`config.mk`:
```
export PLATFORM = sky130hd
export DESIGN_NAME = imem_loader_flat
export DESIGN_NICKNAME = d
export VERILOG_FILES = /design/src/rtl/imem_loader_if.sv /design/src/rtl/imem_loader.sv /design/src/flat_wrapper.sv
export SDC_FILE = /design/constraint.sdc
export NUM_CORES = 1
export LEC_CHECK = 0
export CAP_MARGIN = 25
export CORE_MARGIN = 4
export CORE_UTILIZATION = 48
export DETAILED_ROUTE_END_ITERATION = 7
export PLACE_DENSITY = 0.87
export SLEW_MARGIN = 40
export SYNTH_ARGS = -nofsm -noshare
export SYNTH_HDL_FRONTEND = slang
export SYNTH_SLANG_ARGS = --single-unit
```
`constraint.sdc`:
```
create_clock -name clk -period 3.9 [get_ports clk]
set_clock_uncertainty 0.05 [all_clocks]
set_input_delay 0.78 -clock clk [delete_from_list [all_inputs] [get_ports clk]]
set_output_delay 0.78 -clock clk [all_outputs]
set_load 0.01 [all_outputs]
```
`src/rtl/imem_loader_if.sv`:
```
// Control, byte-stream and instruction-memory write signals of the loader.
// The master side drives requests and the byte stream; the slave side is the loader.
interface imem_loader_if #(
  parameter int ADDR_W = 8
);
  logic              start;
  logic [ADDR_W-1:0] base_addr;
  logic [ADDR_W:0]   word_count;
  logic              abort;
  logic [7:0]        s_data;
  logic              s_valid;
  logic              s_ready;
  logic              mem_we;
  logic [ADDR_W-1:0] mem_addr;
  logic [31:0]       mem_wdata;
  logic              busy;
  logic              done;
  logic              error;
  logic [31:0]       checksum;

  modport master (
    output start, base_addr, word_count, abort, s_data, s_valid,
    input  s_ready, mem_we, mem_addr, mem_wdata, busy, done, error, checksum
  );

  modport slave (
    input  start, base_addr, word_count, abort, s_data, s_valid,
    output s_ready, mem_we, mem_addr, mem_wdata, busy, done, error, checksum
  );
endinterface

```
`src/rtl/imem_loader.sv`:
```
// Instruction-memory loader: packs a little-endian byte stream into 32-bit words
// and writes them to consecutive word addresses, keeping an XOR checksum.
module imem_loader #(
  parameter int DEPTH  = 256,
  parameter int ADDR_W = 8
) (
  input logic         clk,
  input logic         rst,
  imem_loader_if.slave bus
);
  localparam logic [1:0] IDLE    = 2'd0;
  localparam logic [1:0] COLLECT = 2'd1;
  localparam logic [1:0] WRITE   = 2'd2;
  localparam logic [1:0] FINISH  = 2'd3;

  localparam logic [ADDR_W+1:0] DEPTH_W = (ADDR_W+2)'(DEPTH);

  logic [1:0]        state;
  logic [ADDR_W-1:0] base_q;
  logic [ADDR_W:0]   count_q;
  logic [ADDR_W:0]   word_idx;
  logic [1:0]        byte_idx;
  logic [23:0]       lo_bytes;
  logic [ADDR_W+1:0] end_addr;
  logic              xfer;

  // Range check is done two bits wider than the address so it can never wrap.
  assign end_addr = {2'b00, bus.base_addr} + {1'b0, bus.word_count};

  assign bus.s_ready = (state == COLLECT);
  assign bus.mem_we  = (state == WRITE);
  assign bus.busy    = (state != IDLE);
  assign xfer        = bus.s_valid && (state == COLLECT);

  always_ff @(posedge clk or posedge rst) begin
    if (rst) begin
      state         <= IDLE;
      base_q        <= '0;
      count_q       <= '0;
      word_idx      <= '0;
      byte_idx      <= '0;
      lo_bytes      <= '0;
      bus.mem_addr  <= '0;
      bus.mem_wdata <= '0;
      bus.checksum  <= '0;
      bus.done      <= 1'b0;
      bus.error     <= 1'b0;
    end else begin
      bus.done  <= 1'b0;
      bus.error <= 1'b0;
      case (state)
        IDLE: begin
          if (bus.start && !bus.abort) begin
            base_q       <= bus.base_addr;
            count_q      <= bus.word_count;
            word_idx     <= '0;
            byte_idx     <= '0;
            bus.checksum <= '0;
            if (bus.word_count == '0)   state     <= FINISH;
            else if (end_addr > DEPTH_W) bus.error <= 1'b1;
            else                         state     <= COLLECT;
          end
        end
        COLLECT: begin
          if (bus.abort) begin
            state <= IDLE;
          end else if (xfer) begin
            if (byte_idx == 2'd3) begin
              // Address/data only move when a write is actually about to happen.
              bus.mem_wdata <= {bus.s_data, lo_bytes};
              bus.mem_addr  <= base_q + word_idx[ADDR_W-1:0];
              byte_idx      <= '0;
              state         <= WRITE;
            end else begin
              lo_bytes[8*byte_idx +: 8] <= bus.s_data;
              byte_idx                  <= byte_idx + 2'd1;
            end
          end
        end
        WRITE: begin
          bus.checksum <= bus.checksum ^ bus.mem_wdata;
          if (bus.abort)                           state <= IDLE;
          else if (word_idx + 1'b1 == count_q)     state <= FINISH;
          else begin
            word_idx <= word_idx + 1'b1;
            state    <= COLLECT;
          end
        end
        FINISH: begin
          if (!bus.abort) bus.done <= 1'b1;
          state <= IDLE;
        end
        default: state <= IDLE;
      endcase
    end
  end
endmodule

```
`src/flat_wrapper.sv`:
```
// flat-port wrapper written by rule: the top's interface ports become plain ports
module imem_loader_flat 
#(
  parameter int DEPTH  = 256,
  parameter int ADDR_W = 8
)
  (clk, rst, bus_start, bus_base_addr, bus_word_count, bus_abort, bus_s_data, bus_s_valid, bus_s_ready, bus_mem_we, bus_mem_addr, bus_mem_wdata, bus_busy, bus_done, bus_error, bus_checksum);
  imem_loader_if #(.ADDR_W(ADDR_W)) bus_i ();
  input logic clk;
  input logic rst;
  input wire logic [$bits(bus_i.start)-1:0] bus_start;
  input wire logic [$bits(bus_i.base_addr)-1:0] bus_base_addr;
  input wire logic [$bits(bus_i.word_count)-1:0] bus_word_count;
  input wire logic [$bits(bus_i.abort)-1:0] bus_abort;
  input wire logic [$bits(bus_i.s_data)-1:0] bus_s_data;
  input wire logic [$bits(bus_i.s_valid)-1:0] bus_s_valid;
  output wire logic [$bits(bus_i.s_ready)-1:0] bus_s_ready;
  output wire logic [$bits(bus_i.mem_we)-1:0] bus_mem_we;
  output wire logic [$bits(bus_i.mem_addr)-1:0] bus_mem_addr;
  output wire logic [$bits(bus_i.mem_wdata)-1:0] bus_mem_wdata;
  output wire logic [$bits(bus_i.busy)-1:0] bus_busy;
  output wire logic [$bits(bus_i.done)-1:0] bus_done;
  output wire logic [$bits(bus_i.error)-1:0] bus_error;
  output wire logic [$bits(bus_i.checksum)-1:0] bus_checksum;
  assign bus_i.start = bus_start;
  assign bus_i.base_addr = bus_base_addr;
  assign bus_i.word_count = bus_word_count;
  assign bus_i.abort = bus_abort;
  assign bus_i.s_data = bus_s_data;
  assign bus_i.s_valid = bus_s_valid;
  assign bus_s_ready = bus_i.s_ready;
  assign bus_mem_we = bus_i.mem_we;
  assign bus_mem_addr = bus_i.mem_addr;
  assign bus_mem_wdata = bus_i.mem_wdata;
  assign bus_busy = bus_i.busy;
  assign bus_done = bus_i.done;
  assign bus_error = bus_i.error;
  assign bus_checksum = bus_i.checksum;
  imem_loader #(.DEPTH(DEPTH), .ADDR_W(ADDR_W)) u_core (.clk(clk), .rst(rst), .bus(bus_i));
endmodule
```
# --- After elaboration in Yosys (flattened, before gate mapping) ---
# Index checks and enable logic that the tools add are counted.
classes:
  add_sub_neg: 5
  n_bitwise: 3
  shift: 2
  magnitude_cmp: 1
  n_mux: 27
  eq_ne: 13
  multipliers: 0
  reduce_logical: 15
  div: 0
op_table:
  columns: ["cell", "n"]
  rows:
  - ["one-hot mux 32 bit (2 select lines)", 1]
  - ["negator 5 -> 34 bit", 1]
  - ["variable shift 8 x 34 -> 24 bit (first input constant)", 1]
  - ["indexed part select 8 x 34 -> 24 bit", 1]
  - ["two-way mux 32 bit", 1]
  - ["bitwise XOR 32 bit", 1]
  - ["two-way mux 9 bit", 3]
  - ["bitwise mux 24 bit", 1]
  - ["two-way mux 2 bit", 12]
  - ["AND reduction 4 bit", 5]
  - ["one-hot mux 9 bit (2 select lines)", 1]
  - ["adder 8 x 9 -> 10 bit", 1]
  - ["greater-than comparator 10 x 9 -> 1 bit (second input constant)", 1]
  - ["adder 9 x 1 -> 9 bit (second input constant)", 1]
  - ["equality test 9 bit", 1]
  - ["zero test 9 bit", 1]
  - ["!= test 3 x 2 -> 1 bit (second input constant)", 3]
  - ["adder 8 bit", 1]
  - ["one-hot mux 2 bit (4 select lines)", 1]
  - ["equality test 2 bit (second input constant)", 3]
  - ["two-way mux 1 bit", 6]
  - ["!= test 2 bit (second input constant)", 3]
  - ["nonzero test 2 bit", 3]
  - ["!= test 2 x 1 -> 1 bit (second input constant)", 2]
  - ["other kinds (8)", 11]
totals:
  romBits: 0
  mem_bits_rw: 0
  memories: 0
  reg_bits: 128
  out_inout_bits: 77
  elab_cells: 77
  latch_bits: 0
  in_bits: 30

# --- Logic depth before layout (Yosys ltp) ---
# Gate-level depths: netlist (run 1).
depth:
  ltp_word: 6
  depth_mapped: 10
  depth_no_buf: 10

# --- Least setup slack after synthesis (run 1) ---
# Ideal clock, no wire load.
synth_timing:
  kind: "input -> register"
  start: "in bus_word_count[0]"
  end: "reg u_core.state[0]"
  path_stages: 10
  path_slack_ns: 1.132
  arrival_ns: 2.652
  n_path_buf: 0
  setup_ns: 0.066
  t_required_ns: 3.784
  cell_sequence: "ha_1 -> inv_1 -> fa_1 -> nor2b_1 -> o21ai_1 -> a21boi_1 -> a31oi_1 -> or3_1 -> o41ai_1 -> a31o_1"
synth_via:
  elab_chain_len: 4
  elab_cells_between_ends: 8
  cone_classes: "add/sub: 1; order compare: 1; eq/ne: 1; mux: 3; reduce/logical: 2"
synth_lines:
  columns: ["element", "line", "text"]
  rows:
  - ["from (decl)", "flat_wrapper.sv:13", "input wire logic [$bits(bus_i.word_count)-1:0] bus_word_count;"]
  - ["adder 8 x 9 -> 10 bit or zero test 9 bit (tied branches)", "imem_loader.sv:28, imem_loader.sv:59", null]
  - ["greater-than comparator 10 x 9 -> 1 bit or two-way mux 2 bit (tied branches)", "imem_loader.sv:60, imem_loader.sv:59", null]
  - ["!= test 3 x 2 -> 1 bit (no line) or two-way mux 2 bit (tied branches)", null, null]
  - ["AND reduction 4 bit (no line) or one-hot mux 2 bit (4 select lines) (tied branches)", null, null]
  - ["to (signal assigned)", "imem_loader.sv:59", "if (bus.word_count == '0) state <= FINISH;"]
  - ["to (signal assigned)", "imem_loader.sv:61", "else state <= COLLECT;"]
  - ["to (signal assigned)", "imem_loader.sv:66", "state <= IDLE;"]
  - ["to (decl)", "imem_loader.sv:18", "logic [1:0] state;"]
# Several ways; a longest one is shown, not always the timed one. The select of a mux whose other input is x is not followed.
# A chain may end at the register's enable or synchronous reset.

# --- Worst setup path in the final report (run 1) ---
layout_timing:
  start: "in bus_word_count[0]"
  end: "reg u_core.bus.error"
layout_via:
  elab_chain_len: 6
  elab_cells_between_ends: 7
  cone_classes: "add/sub: 1; order compare: 1; mux: 4; reduce/logical: 1"
layout_lines:
  columns: ["element", "line", "text"]
  rows:
  - ["adder 8 x 9 -> 10 bit", "imem_loader.sv:28", "assign end_addr = {2'b00, bus.base_addr} + {1'b0, bus.word_count};"]
  - ["greater-than comparator 10 x 9 -> 1 bit", "imem_loader.sv:60", "else if (end_addr > DEPTH_W) bus.error <= 1'b1;"]
  - ["two-way mux 1 bit", "imem_loader.sv:60", null]
  - ["two-way mux 1 bit *", "imem_loader.sv:59", null]
  - ["two-way mux 1 bit *", "imem_loader.sv:53", "if (bus.start && !bus.abort) begin"]
  - ["two-way mux 1 bit *", "imem_loader.sv:51", "case (state)"]
  - ["to (signal assigned)", "imem_loader.sv:47", "bus.error <= 1'b0;"]
  - ["to (signal assigned)", "imem_loader.sv:50", "bus.error <= 1'b0;"]
  - ["to (signal assigned)", "imem_loader.sv:60", null]
  - ["to (decl)", "imem_loader_if.sv:28", "output s_ready, mem_we, mem_addr, mem_wdata, busy, done, error, checksum"]
# Mark *: on every way between the ends. The rest lies on a longest branch, timed or not.

==> flow_metrics.env, run 1 <==
export IMPL_syn_mean_instance_area_um2=10.5
export IMPL_cp_slowest_cell="clkdlybuf4s50_1"
export IMPL_p_int_mw=2.57
export IMPL_grt_start_max_net_pins=51
export IMPL_fin_hold_ws_ns=0.417
export IMPL_grt_overflow_total=0
export IMPL_synthAdderAreaFrac_pct=4.90
export IMPL_drc_errors=0
export IMPL_synth_cell_types=55
export IMPL_synthArstFlopShare_pct=100
export IMPL_crit_chain="clkdlybuf4s50_1 -> ha_1 -> inv_1 -> fa_1 -> nor2b_1 -> o21ai_1 -> a21boi_1 -> a31oi_1 -> or3_1 -> o41ai_1 -> a21oi_1"
export IMPL_gp_congestion=0.934
export IMPL_rows=41
export IMPL_synth_top_family_by_area="simple AND/OR/NAND/NOR gates"
export IMPL_rsz0062_at_grt="no"
export IMPL_vdd_ir_drop_max_v=0.000318
export IMPL_cts_sinks=128
export IMPL_status="complete, no violations"
export IMPL_syn_nets=642
export IMPL_cts_root_buf="clkbuf_16"
export IMPL_synth_edff_count=0
export IMPL_avgViaCountPerCell=5.44
export IMPL_nFillCells=961
export IMPL_worstSetupEndpointType="register"
export IMPL_antenna_left=0
export IMPL_final_setup_tns_ns=0
export IMPL_grt_pass1_vias=4892
export IMPL_drive_gt1_share_pct=13.2
export IMPL_crit_start="bus_word_count[0]"
export IMPL_synth_top_area_share_pct=51.8
export IMPL_ys_ff_latch=128
export IMPL_ys_seq_area_share_pct=51.8
export IMPL_switching_power_mw=0.910
export IMPL_numCtsBuffers=17
export IMPL_drtIter0Drc=355
export IMPL_synth_simple_gate_area_share_pct=14.6
export IMPL_die_h_um=122
export IMPL_io_buffers=106
export IMPL_antenna_found_initial=0
export IMPL_tightest_slew_ns=0.722
export IMPL_syn_area_um2=6180
export IMPL_post_cts_resized=0
export IMPL_finalPower_mw=3.48
export IMPL_p_comb_share_pct=12.4
export IMPL_cts_setup_buffers=0
export IMPL_cts_hold_fix_buffers=0
export IMPL_final_min_clock_period_ns=3.16
export IMPL_diodes=0
export IMPL_die_x_um=122
export IMPL_cts_tree="yes"
export IMPL_cp_max_fo=3
export IMPL_io_pins=107
export IMPL_pwr_share_clk_pct=45.1
export IMPL_synth_top_cells_by_count="dfrtp_1 (128), nand2_1 (104), nor2_1 (50), o21ai_0 (43), mux2_2 (42)"
export IMPL_cap_violations=0
export IMPL_drtPass1Iterations=5
export IMPL_ys_warn_count=0
export IMPL_fin_crit_sh_pct=81.1
export IMPL_synth_compound_area_share_pct=10.3
export IMPL_routed_wl_um=15100
export IMPL_wl_per_cell_um=17.1
export IMPL_synth_xor_area_share_pct=6.52
export IMPL_crit_required_ns=4.13
export IMPL_vias=4802
export IMPL_arrival_ns=3.40
export IMPL_worstHoldStart="u_core.bus.checksum[21]"
export IMPL_start_util_pct=49.0
export IMPL_synthTopCellsByArea="dfrtp_1 (52%), mux2_2 (7.6%), nand2_1 (6.3%), xor2_1 (4.8%), ha_1 (4.2%)"
export IMPL_finalHoldViolations=0
export IMPL_ys_flop_type="dfrtp_1"
export IMPL_hpwl_um=10400
export IMPL_post_synth_top_count_cell="dfrtp_1"
export IMPL_cts_buffer_depth=2
export IMPL_seqPwrFrac_pct=42.6
export IMPL_slew_viol_final=0
export IMPL_reg2reg_from="u_core.word_idx[0]"
export IMPL_startpoint_type="input pin"
export IMPL_cellLeakagePower_nw=3.64
export IMPL_min_path_type="register to register"
export IMPL_finalSetupViolations=0
export IMPL_worstSetupPathType="input pin to register"
export IMPL_fmax_mhz=316
export IMPL_die_area_um2=14800
export IMPL_yosysTopAreaCell="dfrtp_1"
export IMPL_clock_latency_ns=0.42
export IMPL_grt_usage_pct=21.4
export IMPL_synth_area_mux_share_pct=9.45
export IMPL_grt_pass1_wl_um=24900
export IMPL_clkTransAtPathRegs_ns=0.06
export IMPL_crit_family="compound AO/OA/AOI/OAI gates"
export IMPL_placedCellCount=851
export IMPL_area_growth_pct=30.6
export IMPL_swShare_pct=26.2
export IMPL_fin_cells=883
export IMPL_cts_htree_levels=4
export IMPL_maxSlewHeadroom_pct=51.5
export IMPL_max_stage_delay_ns=0.52
export IMPL_core_um2=12600
export IMPL_synthCells=589
export IMPL_critical_path_buf_inv_count=2
export IMPL_power_density_nw_per_um2=430
export IMPL_nNetsFinal=751
[cell usage in the layout (no fill, tap or decap), types with 4 or more instances in the layout]
cell and instances:
a21o_1 5, a21oi_1 11, buf_4 4, clkbuf_16 17, clkdlybuf4s50_1 106, clkinvlp_4 4, dfrtp_1 128, ha_1 21
inv_1 13, mux2_1 9, mux2_2 42, nand2_1 103, nand2b_1 4, nand3_1 5, nor2_1 50, nor2b_1 7
nor3b_2 4, o21ai_0 43, o21ai_1 18, o41ai_1 5, xnor2_1 12, xor2_1 34
[metal layers]
layer / wire [um] / track usage [%] / vias up
li1: - / - / 2243
met1: 6320 / 27.9 / 2353
met2: 7670 / 35.4 / 174
met3: 801 / 3.87 / 32
met4: 325 / 8.61 / 0
met5: 0 / 0 / -
[metrics by stage]
step / util [%] / instance area (um^2) / setup slack, ns
finish: 64.0 / 8080 / 0.736
global route: 64.0 / 8080 / 0.383
floorplan: - / 6190 / 1.13
detailed placement: 59.3 / 7490 / 0.358
CTS: 64.0 / 8080 / 0.770
global placement: 59.0 / 7440 / 0.434
[flip-flops by register name, indices dropped and copies added, names as in the netlist]
name	cells
u_core.byte_idx	2
u_core.count_q	9
u_core.word_idx	9
u_core.bus.mem_addr	8
u_core.bus.mem_wdata	32
u_core.bus.checksum	32
u_core.base_q	8
u_core.lo_bytes	24
u_core.bus.done	1
u_core.bus.error	1
u_core.state	2
[worst reg2reg max path: stages (launching register included)]
cell	delay, ns
dfrtp_1	0.52
ha_1	0.44
nand3_1	0.27
o311ai_1	0.53
nor4_4	0.13
nand4b_4	0.15
nand3_4	0.13
o41ai_1	0.36
[kinds of logic (layout without fill, tap and decap cells)]
| kind of cell | count (synthesis) | after routing |
|---|---|---|
| xor+xnor | 46 | 46 |
| compound gates | 107 | 107 |
| mux | 52 | 52 |
| fa+ha+maj | 23 | 23 |
| buf+inv | 37 | 159 |
| simple gates | 196 | 196 |
| flops | 128 | 128 |
[power by group through the flow]
stage	sequential (mW)	combinational (mW)	clock [mW]
floorplan	1.48	0.281	0
global placement	1.50	0.400	0
detailed placement	1.50	0.423	0
global route	1.49	0.478	1.65
CTS	1.48	0.430	1.58
finish	1.48	0.429	1.57
[final timing paths]
| check | endpoint | depth (start not counted) | slack, ns |
|---|---|---|---|
| worst max-delay path | u_core.bus.error | 11 | 0.74 |
| worst min-delay path | u_core.bus.checksum[21] | 1 | 0.42 |
| worst max register to register | u_core.word_idx[6] | 7 | 1.19 |
| worst min register to register | u_core.bus.checksum[21] | 1 | 0.42 |
| max in group asynchronous | u_core.byte_idx[1] | 4 | 2.27 |
| min in group asynchronous | u_core.bus.checksum[1] | 2 | 0.73 |
[cell type report]
type | instances | area (um^2) | share of cell area [%]
clock inverter | 14 | 159 | 1.97
inverter | 14 | 56.3 | 0.697
tap | 172 | 215 | 2.66
timing repair buffer | 113 | 1160 | 14.3
sequential | 128 | 3200 | 39.7
multi-input combinational | 424 | 2860 | 35.4
clock buffer | 18 | 429 | 5.31
No activity file was read; power rests on OpenSTA's default activity.
==> run 2, diff against run 1 <==
--- a/config.mk
+++ b/config.mk
@@ -7,9 +7,9 @@
 export LEC_CHECK = 0
 export CAP_MARGIN = 25
 export CORE_MARGIN = 4
-export CORE_UTILIZATION = 48
+export CORE_UTILIZATION = 53
 export DETAILED_ROUTE_END_ITERATION = 7
-export PLACE_DENSITY = 0.87
+export PLACE_DENSITY = 0.91
 export SLEW_MARGIN = 40
 export SYNTH_ARGS = -nofsm -noshare
 export SYNTH_HDL_FRONTEND = slang
==> constraint.sdc (replaced) <==
create_clock -name clk -period 3 [get_ports clk]
set_clock_uncertainty 0.05 [all_clocks]
set_input_delay 0.6 -clock clk [delete_from_list [all_inputs] [get_ports clk]]
set_output_delay 0.6 -clock clk [all_outputs]
set_load 0.01 [all_outputs]
==> run 2 against run 1 <==
  * Combinational power up 39%
  * Largest cell class unchanged
  * Setup slack worse by 0.54 ns
  * Die area down 8.8%
  * Clock-buffer cell count up 4
  * Sequential power up 30%
  * Hold slack better by 0.0018 ns
  * Register-to-register slack worse by 1.0 ns
  * Routed wire length up 15%
  * Critical endpoint is now u_core.word_idx[3]
  * Non-clock buffer count up 10
  * Clock power up 52%
  * Power up 41%
  * Core utilization up 7.6 points
  * Highest routed layer unchanged
==> flow_metrics.env, run 2 (synthesized netlist as in run 1, its figures left out) <==
export IMPL_status="complete, no violations"
export IMPL_wl_per_cell_um=20.1
export IMPL_cts_buffer_depth=2
export IMPL_fin_crit_sh_pct=93.5
export IMPL_numCtsBuffers=17
export IMPL_diodes=0
export IMPL_maxSlewHeadroom_pct=55.8
export IMPL_rsz0062_at_grt="no"
export IMPL_avgViaCountPerCell=6.00
export IMPL_core_um2=11400
export IMPL_tightest_slew_ns=0.661
export IMPL_finalHoldViolations=0
export IMPL_slew_viol_final=0
export IMPL_crit_chain="ha_1 -> a31o_2 -> a21boi_0 -> nor4_4 -> nand4_1 -> o21ai_2 -> o21ai_1 -> o31ai_1"
export IMPL_cp_max_fo=10
export IMPL_start_util_pct=54.2
export IMPL_rows=39
export IMPL_io_buffers=106
export IMPL_crit_required_ns=3.25
export IMPL_power_density_nw_per_um2=601
export IMPL_final_cell_mix="dfrtp_1 (128), clkdlybuf4s50_1 (106), nand2_1 (103)"
export IMPL_die_h_um=116
export IMPL_cts_setup_buffers=0
export IMPL_cap_violations=0
export IMPL_grt_usage_pct=26.6
export IMPL_max_stage_delay_ns=0.51
export IMPL_grt_pass1_vias=5420
export IMPL_cellLeakagePower_nw=3.72
export IMPL_arrival_ns=3.05
export IMPL_io_pins=107
export IMPL_startpoint_type="register"
export IMPL_drtIter0Drc=484
export IMPL_clkTransAtPathRegs_ns=0.06
export IMPL_final_min_clock_period_ns=2.81
export IMPL_area_growth_pct=32.2
export IMPL_drtPass1Iterations=5
export IMPL_cts_root_buf="clkbuf_16"
export IMPL_worstSetupPathType="register to register"
export IMPL_hpwl_um=11100
export IMPL_worstSetupEndpointType="register"
export IMPL_die_x_um=116
export IMPL_post_route_util_pct=71.6
export IMPL_vias=5181
export IMPL_cts_hold_fix_buffers=0
export IMPL_routed_wl_um=17400
export IMPL_cts_sinks=128
export IMPL_drc_errors=0
export IMPL_nNetsFinal=761
export IMPL_drive_gt1_share_pct=14.4
export IMPL_final_setup_tns_ns=0
export IMPL_top_regs="u_core.bus.checksum: 32 flops, u_core.bus.mem_wdata: 32 flops, u_core.lo_bytes: 24 flops"
export IMPL_grt_start_max_net_pins=60
export IMPL_antenna_found_initial=0
export IMPL_cts_tree="yes"
export IMPL_mostFrequentLayoutCell="dfrtp_1"
export IMPL_cp_slowest_cell="dfrtp_1"
export IMPL_clock_latency_ns=0.42
export IMPL_gp_congestion=0.859
export IMPL_fin_area_um2=8180
export IMPL_cts_htree_levels=4
export IMPL_die_area_um2=13500
export IMPL_antenna_left=0
export IMPL_vdd_ir_drop_max_v=0.000489
export IMPL_finalSetupViolations=0
export IMPL_place_area_um2=7480
export IMPL_min_path_type="register to register"
export IMPL_fmax_mhz=356
export IMPL_grt_pass1_wl_um=27800
export IMPL_post_cts_resized=0
export IMPL_grt_overflow_total=0
run 2: cell count changes in the layout (fill, tap and decap cells not counted), moves of 3 or more:
cell | before | now
buf_4 | 4 | 16
clkbuf_8 | 0 | 5
bufinv_16 | 2 | 5
clkinv_4 | 3 | 0
run 2: per-stage QoR:
step	hold WS (ns)	setup slack, ns	power (mW)	std cells
global placement	0.405	-0.237	2.47	832
global route	0.447	0.0373	5.06	864
floorplan	0.396	0.412	2.29	589
detailed placement	0.411	-0.316	2.52	832
CTS	0.420	0.144	4.91	864
finish	0.418	0.195	4.91	864
run 2: worst paths after layout:
check / start / to / slack (ns) / depth (start not counted)
max reg2reg: u_core.word_idx[0] / u_core.word_idx[3] / 0.19 / 8
max in group asynchronous: rst / u_core.bus.mem_addr[0] / 1.65 / 3
min in group asynchronous: rst / u_core.bus.checksum[1] / 0.56 / 2
max: u_core.word_idx[0] / u_core.word_idx[3] / 0.19 / 8
min: u_core.bus.checksum[9] / u_core.bus.checksum[9] / 0.42 / 1
min reg2reg: u_core.bus.checksum[9] / u_core.bus.checksum[9] / 0.42 / 1
run 2: layout make-up:
cell class / count / area [um^2]
tap: 143 / 179
clock inverter: 10 / 193
clock buffer: 22 / 494
inverter: 14 / 56.3
sequential: 128 / 3200
fill: 750 / 3240
timing repair buffer: 123 / 1200
multi-input combinational: 424 / 2850
run 2: metal layers:
layer	up-vias	global-route usage, %	wire, um
met1	2589	31.8	6690
met5	-	0	0
met4	0	12.4	578
li1	2250	-	-
met3	68	6.68	1160
met2	274	45.3	8940
run 2: report_power, final:
group / switching, mW / internal [mW]
registers: 0.0960 / 1.84
logic: 0.331 / 0.265
clock network: 0.785 / 1.60
total: 1.21 / 3.70
run 2: worst max-delay path, delay by kind of cell (launching register included):
kind / cells / cell delay (ns)
compound gates: 5 / 1.09
flops: 1 / 0.51
fa+ha+maj: 1 / 0.47
simple gates: 2 / 0.56
==> run 3, diff against run 2 <==
--- a/config.mk
+++ b/config.mk
@@ -6,6 +6,7 @@
 export NUM_CORES = 1
 export LEC_CHECK = 0
 export CAP_MARGIN = 25
+export CORE_ASPECT_RATIO = 0.9
 export CORE_MARGIN = 4
 export CORE_UTILIZATION = 53
 export DETAILED_ROUTE_END_ITERATION = 7
==> run 3 against run 2 <==
  * Global-route usage shrank 1.7 points
  * Via count is 4.2% lower
  * Clock-buffer cell count down 3
  * Register-to-register slack better by 0.08 ns
  * Highest routed layer unchanged
==> flow_metrics.env, run 3 (synthesized netlist as in run 1, its figures left out) <==
export IMPL_wl_per_cell_um=18.5
export IMPL_arrival_ns=3.14
export IMPL_grt_pass1_vias=5134
export IMPL_tightest_slew_ns=0.518
export IMPL_hpwl_um=11000
export IMPL_crit_required_ns=3.25
export IMPL_avgViaCountPerCell=5.67
export IMPL_drc_errors=0
export IMPL_slew_viol_final=0
export IMPL_status="complete, no violations"
export IMPL_min_path_type="register to register"
export IMPL_cap_violations=0
export IMPL_drtIter0Drc=501
export IMPL_core_um2=11400
export IMPL_cts_sinks=128
export IMPL_diodes=0
export IMPL_vdd_ir_drop_max_v=0.000334
export IMPL_max_stage_delay_ns=0.51
export IMPL_mostFrequentLayoutCell="dfrtp_1"
export IMPL_io_pins=107
export IMPL_die_h_um=110
export IMPL_cts_htree_levels=4
export IMPL_clock_latency_ns=0.42
export IMPL_cts_tree="yes"
export IMPL_grt_overflow_total=0
export IMPL_grt_pass1_wl_um=26400
export IMPL_vias=4963
export IMPL_place_area_um2=7500
export IMPL_crit_chain="clkdlybuf4s50_1 -> ha_1 -> inv_1 -> fa_1 -> nor2b_1 -> o21ai_1 -> a21boi_1 -> a31oi_1 -> or3_1 -> o41ai_2 -> a21oi_1"
export IMPL_top_regs="u_core.bus.checksum: 32 flops, u_core.bus.mem_wdata: 32 flops, u_core.lo_bytes: 24 flops"
export IMPL_maxSlewHeadroom_pct=65.3
export IMPL_power_density_nw_per_um2=584
export IMPL_worstSetupPathType="input pin to register"
export IMPL_antenna_left=0
export IMPL_placedCellCount=844
export IMPL_finalHoldViolations=0
export IMPL_die_area_um2=13500
export IMPL_critical_path_buf_inv_count=2
export IMPL_cp_slowest_cell="clkdlybuf4s50_1"
export IMPL_routed_wl_um=16200
export IMPL_finalPower_mw=4.76
export IMPL_clkTransAtPathRegs_ns=0.06
export IMPL_cts_root_buf="clkbuf_16"
export IMPL_fin_area_um2=8160
export IMPL_fmax_mhz=345
export IMPL_area_growth_pct=31.9
export IMPL_gp_congestion=0.908
export IMPL_finalSetupViolations=0
export IMPL_numCtsBuffers=17
export IMPL_start_util_pct=54.1
export IMPL_cts_setup_buffers=0
export IMPL_nNetsFinal=760
export IMPL_fin_crit_sh_pct=96.5
export IMPL_io_buffers=106
export IMPL_grt_usage_pct=24.9
export IMPL_worstHoldStart="u_core.lo_bytes[1]"
export IMPL_die_x_um=122
export IMPL_reg2reg_to="u_core.word_idx[5]"
export IMPL_cp_max_fo=2
export IMPL_crit_family="compound AO/OA/AOI/OAI gates"
export IMPL_ff2ff_setup_slack_ns=0.27
export IMPL_rows=37
export IMPL_hold_path_depth=2
export IMPL_rsz0062_at_grt="no"
export IMPL_fin_cells=876
export IMPL_worst_hold_path_endpoint="u_core.lo_bytes[1]"
export IMPL_startpoint_type="input pin"
export IMPL_fin_hold_ws_ns=0.432
export IMPL_cts_buffer_depth=2
export IMPL_reg2reg_from="u_core.word_idx[0]"
export IMPL_antenna_found_initial=0
export IMPL_reg2reg_depth=8
export IMPL_worstSetupEndpointType="register"
export IMPL_drtPass1Iterations=5
export IMPL_final_min_clock_period_ns=2.89
export IMPL_grt_start_max_net_pins=71
export IMPL_final_cell_mix="dfrtp_1 (128), clkdlybuf4s50_1 (106), nand2_1 (103)"
export IMPL_drive_gt1_share_pct=14.3
export IMPL_cellLeakagePower_nw=3.69
==> run 3: cell type report <==
| type | instances | area [um^2] |
|---|---|---|
| Fill cell | 751 | 3280 |
| Sequential cell | 128 | 3200 |
| Multi-Input combinational cell | 424 | 2850 |
| Timing Repair Buffer | 122 | 1210 |
| Clock buffer | 19 | 443 |
| Clock inverter | 13 | 199 |
| Tap cell | 156 | 195 |
| Inverter | 14 | 56.3 |
==> run 3: through the flow <==
stage                     TNS (ns)  util, %  worst slack (ns)
after floorplan                  0        -             0.412
after global placement      -0.421     65.6            -0.213
after detailed placement    -0.800     65.6            -0.410
after CTS                        0     71.2            0.0205
after global routing             0     71.3            0.0505
final                            0     71.3             0.106
==> run 3: how the worst max path moves through the flow <==
stage / startpoint / cells past startpoint / endpoint
4_1_cts: bus_word_count[0] / 11 / u_core.bus.error
2_1_floorplan: bus_word_count[0] / 10 / u_core.state[0]
5_1_grt: bus_word_count[0] / 11 / u_core.bus.error
6_report: bus_word_count[0] / 11 / u_core.bus.error
3_3_place_gp: bus_word_count[0] / 11 / u_core.state[0]
3_5_place_dp: bus_word_count[0] / 11 / u_core.bus.error
==> run 3: worst register-to-register path, stage by stage (launching register included) <==
cell      delay, ns
dfrtp_1        0.48
ha_1           0.37
nand3_1        0.28
o311ai_1       0.17
nor4_4         0.40
nand4_1        0.17
o21ai_2        0.42
o21ai_1        0.17
o41ai_1        0.10
==> run 3: per-layer routing <==
layer / track usage (%) / vias to the layer above / part of all wire, %
met5: 0 / - / 0
met4: 10.2 / 0 / 2.9
met3: 5.73 / 55 / 5.3
met2: 40.2 / 180 / 50
met1: 32.3 / 2465 / 42
li1: - / 2263 / -
==> run 3: report_power, final <==
part	switching (mW)	leakage [nW]	internal, mW	total, mW
Sequential	0.0847	1.74	1.84	1.92
Combinational	0.316	1.64	0.272	0.588
Clock	0.821	0.307	1.43	2.25
==> run 3: repair_timing <==
action | CTS | global route
gates resized for setup | 0 | 1
hold buffers | 0 | 0
setup endpoints to repair | 0 | 2
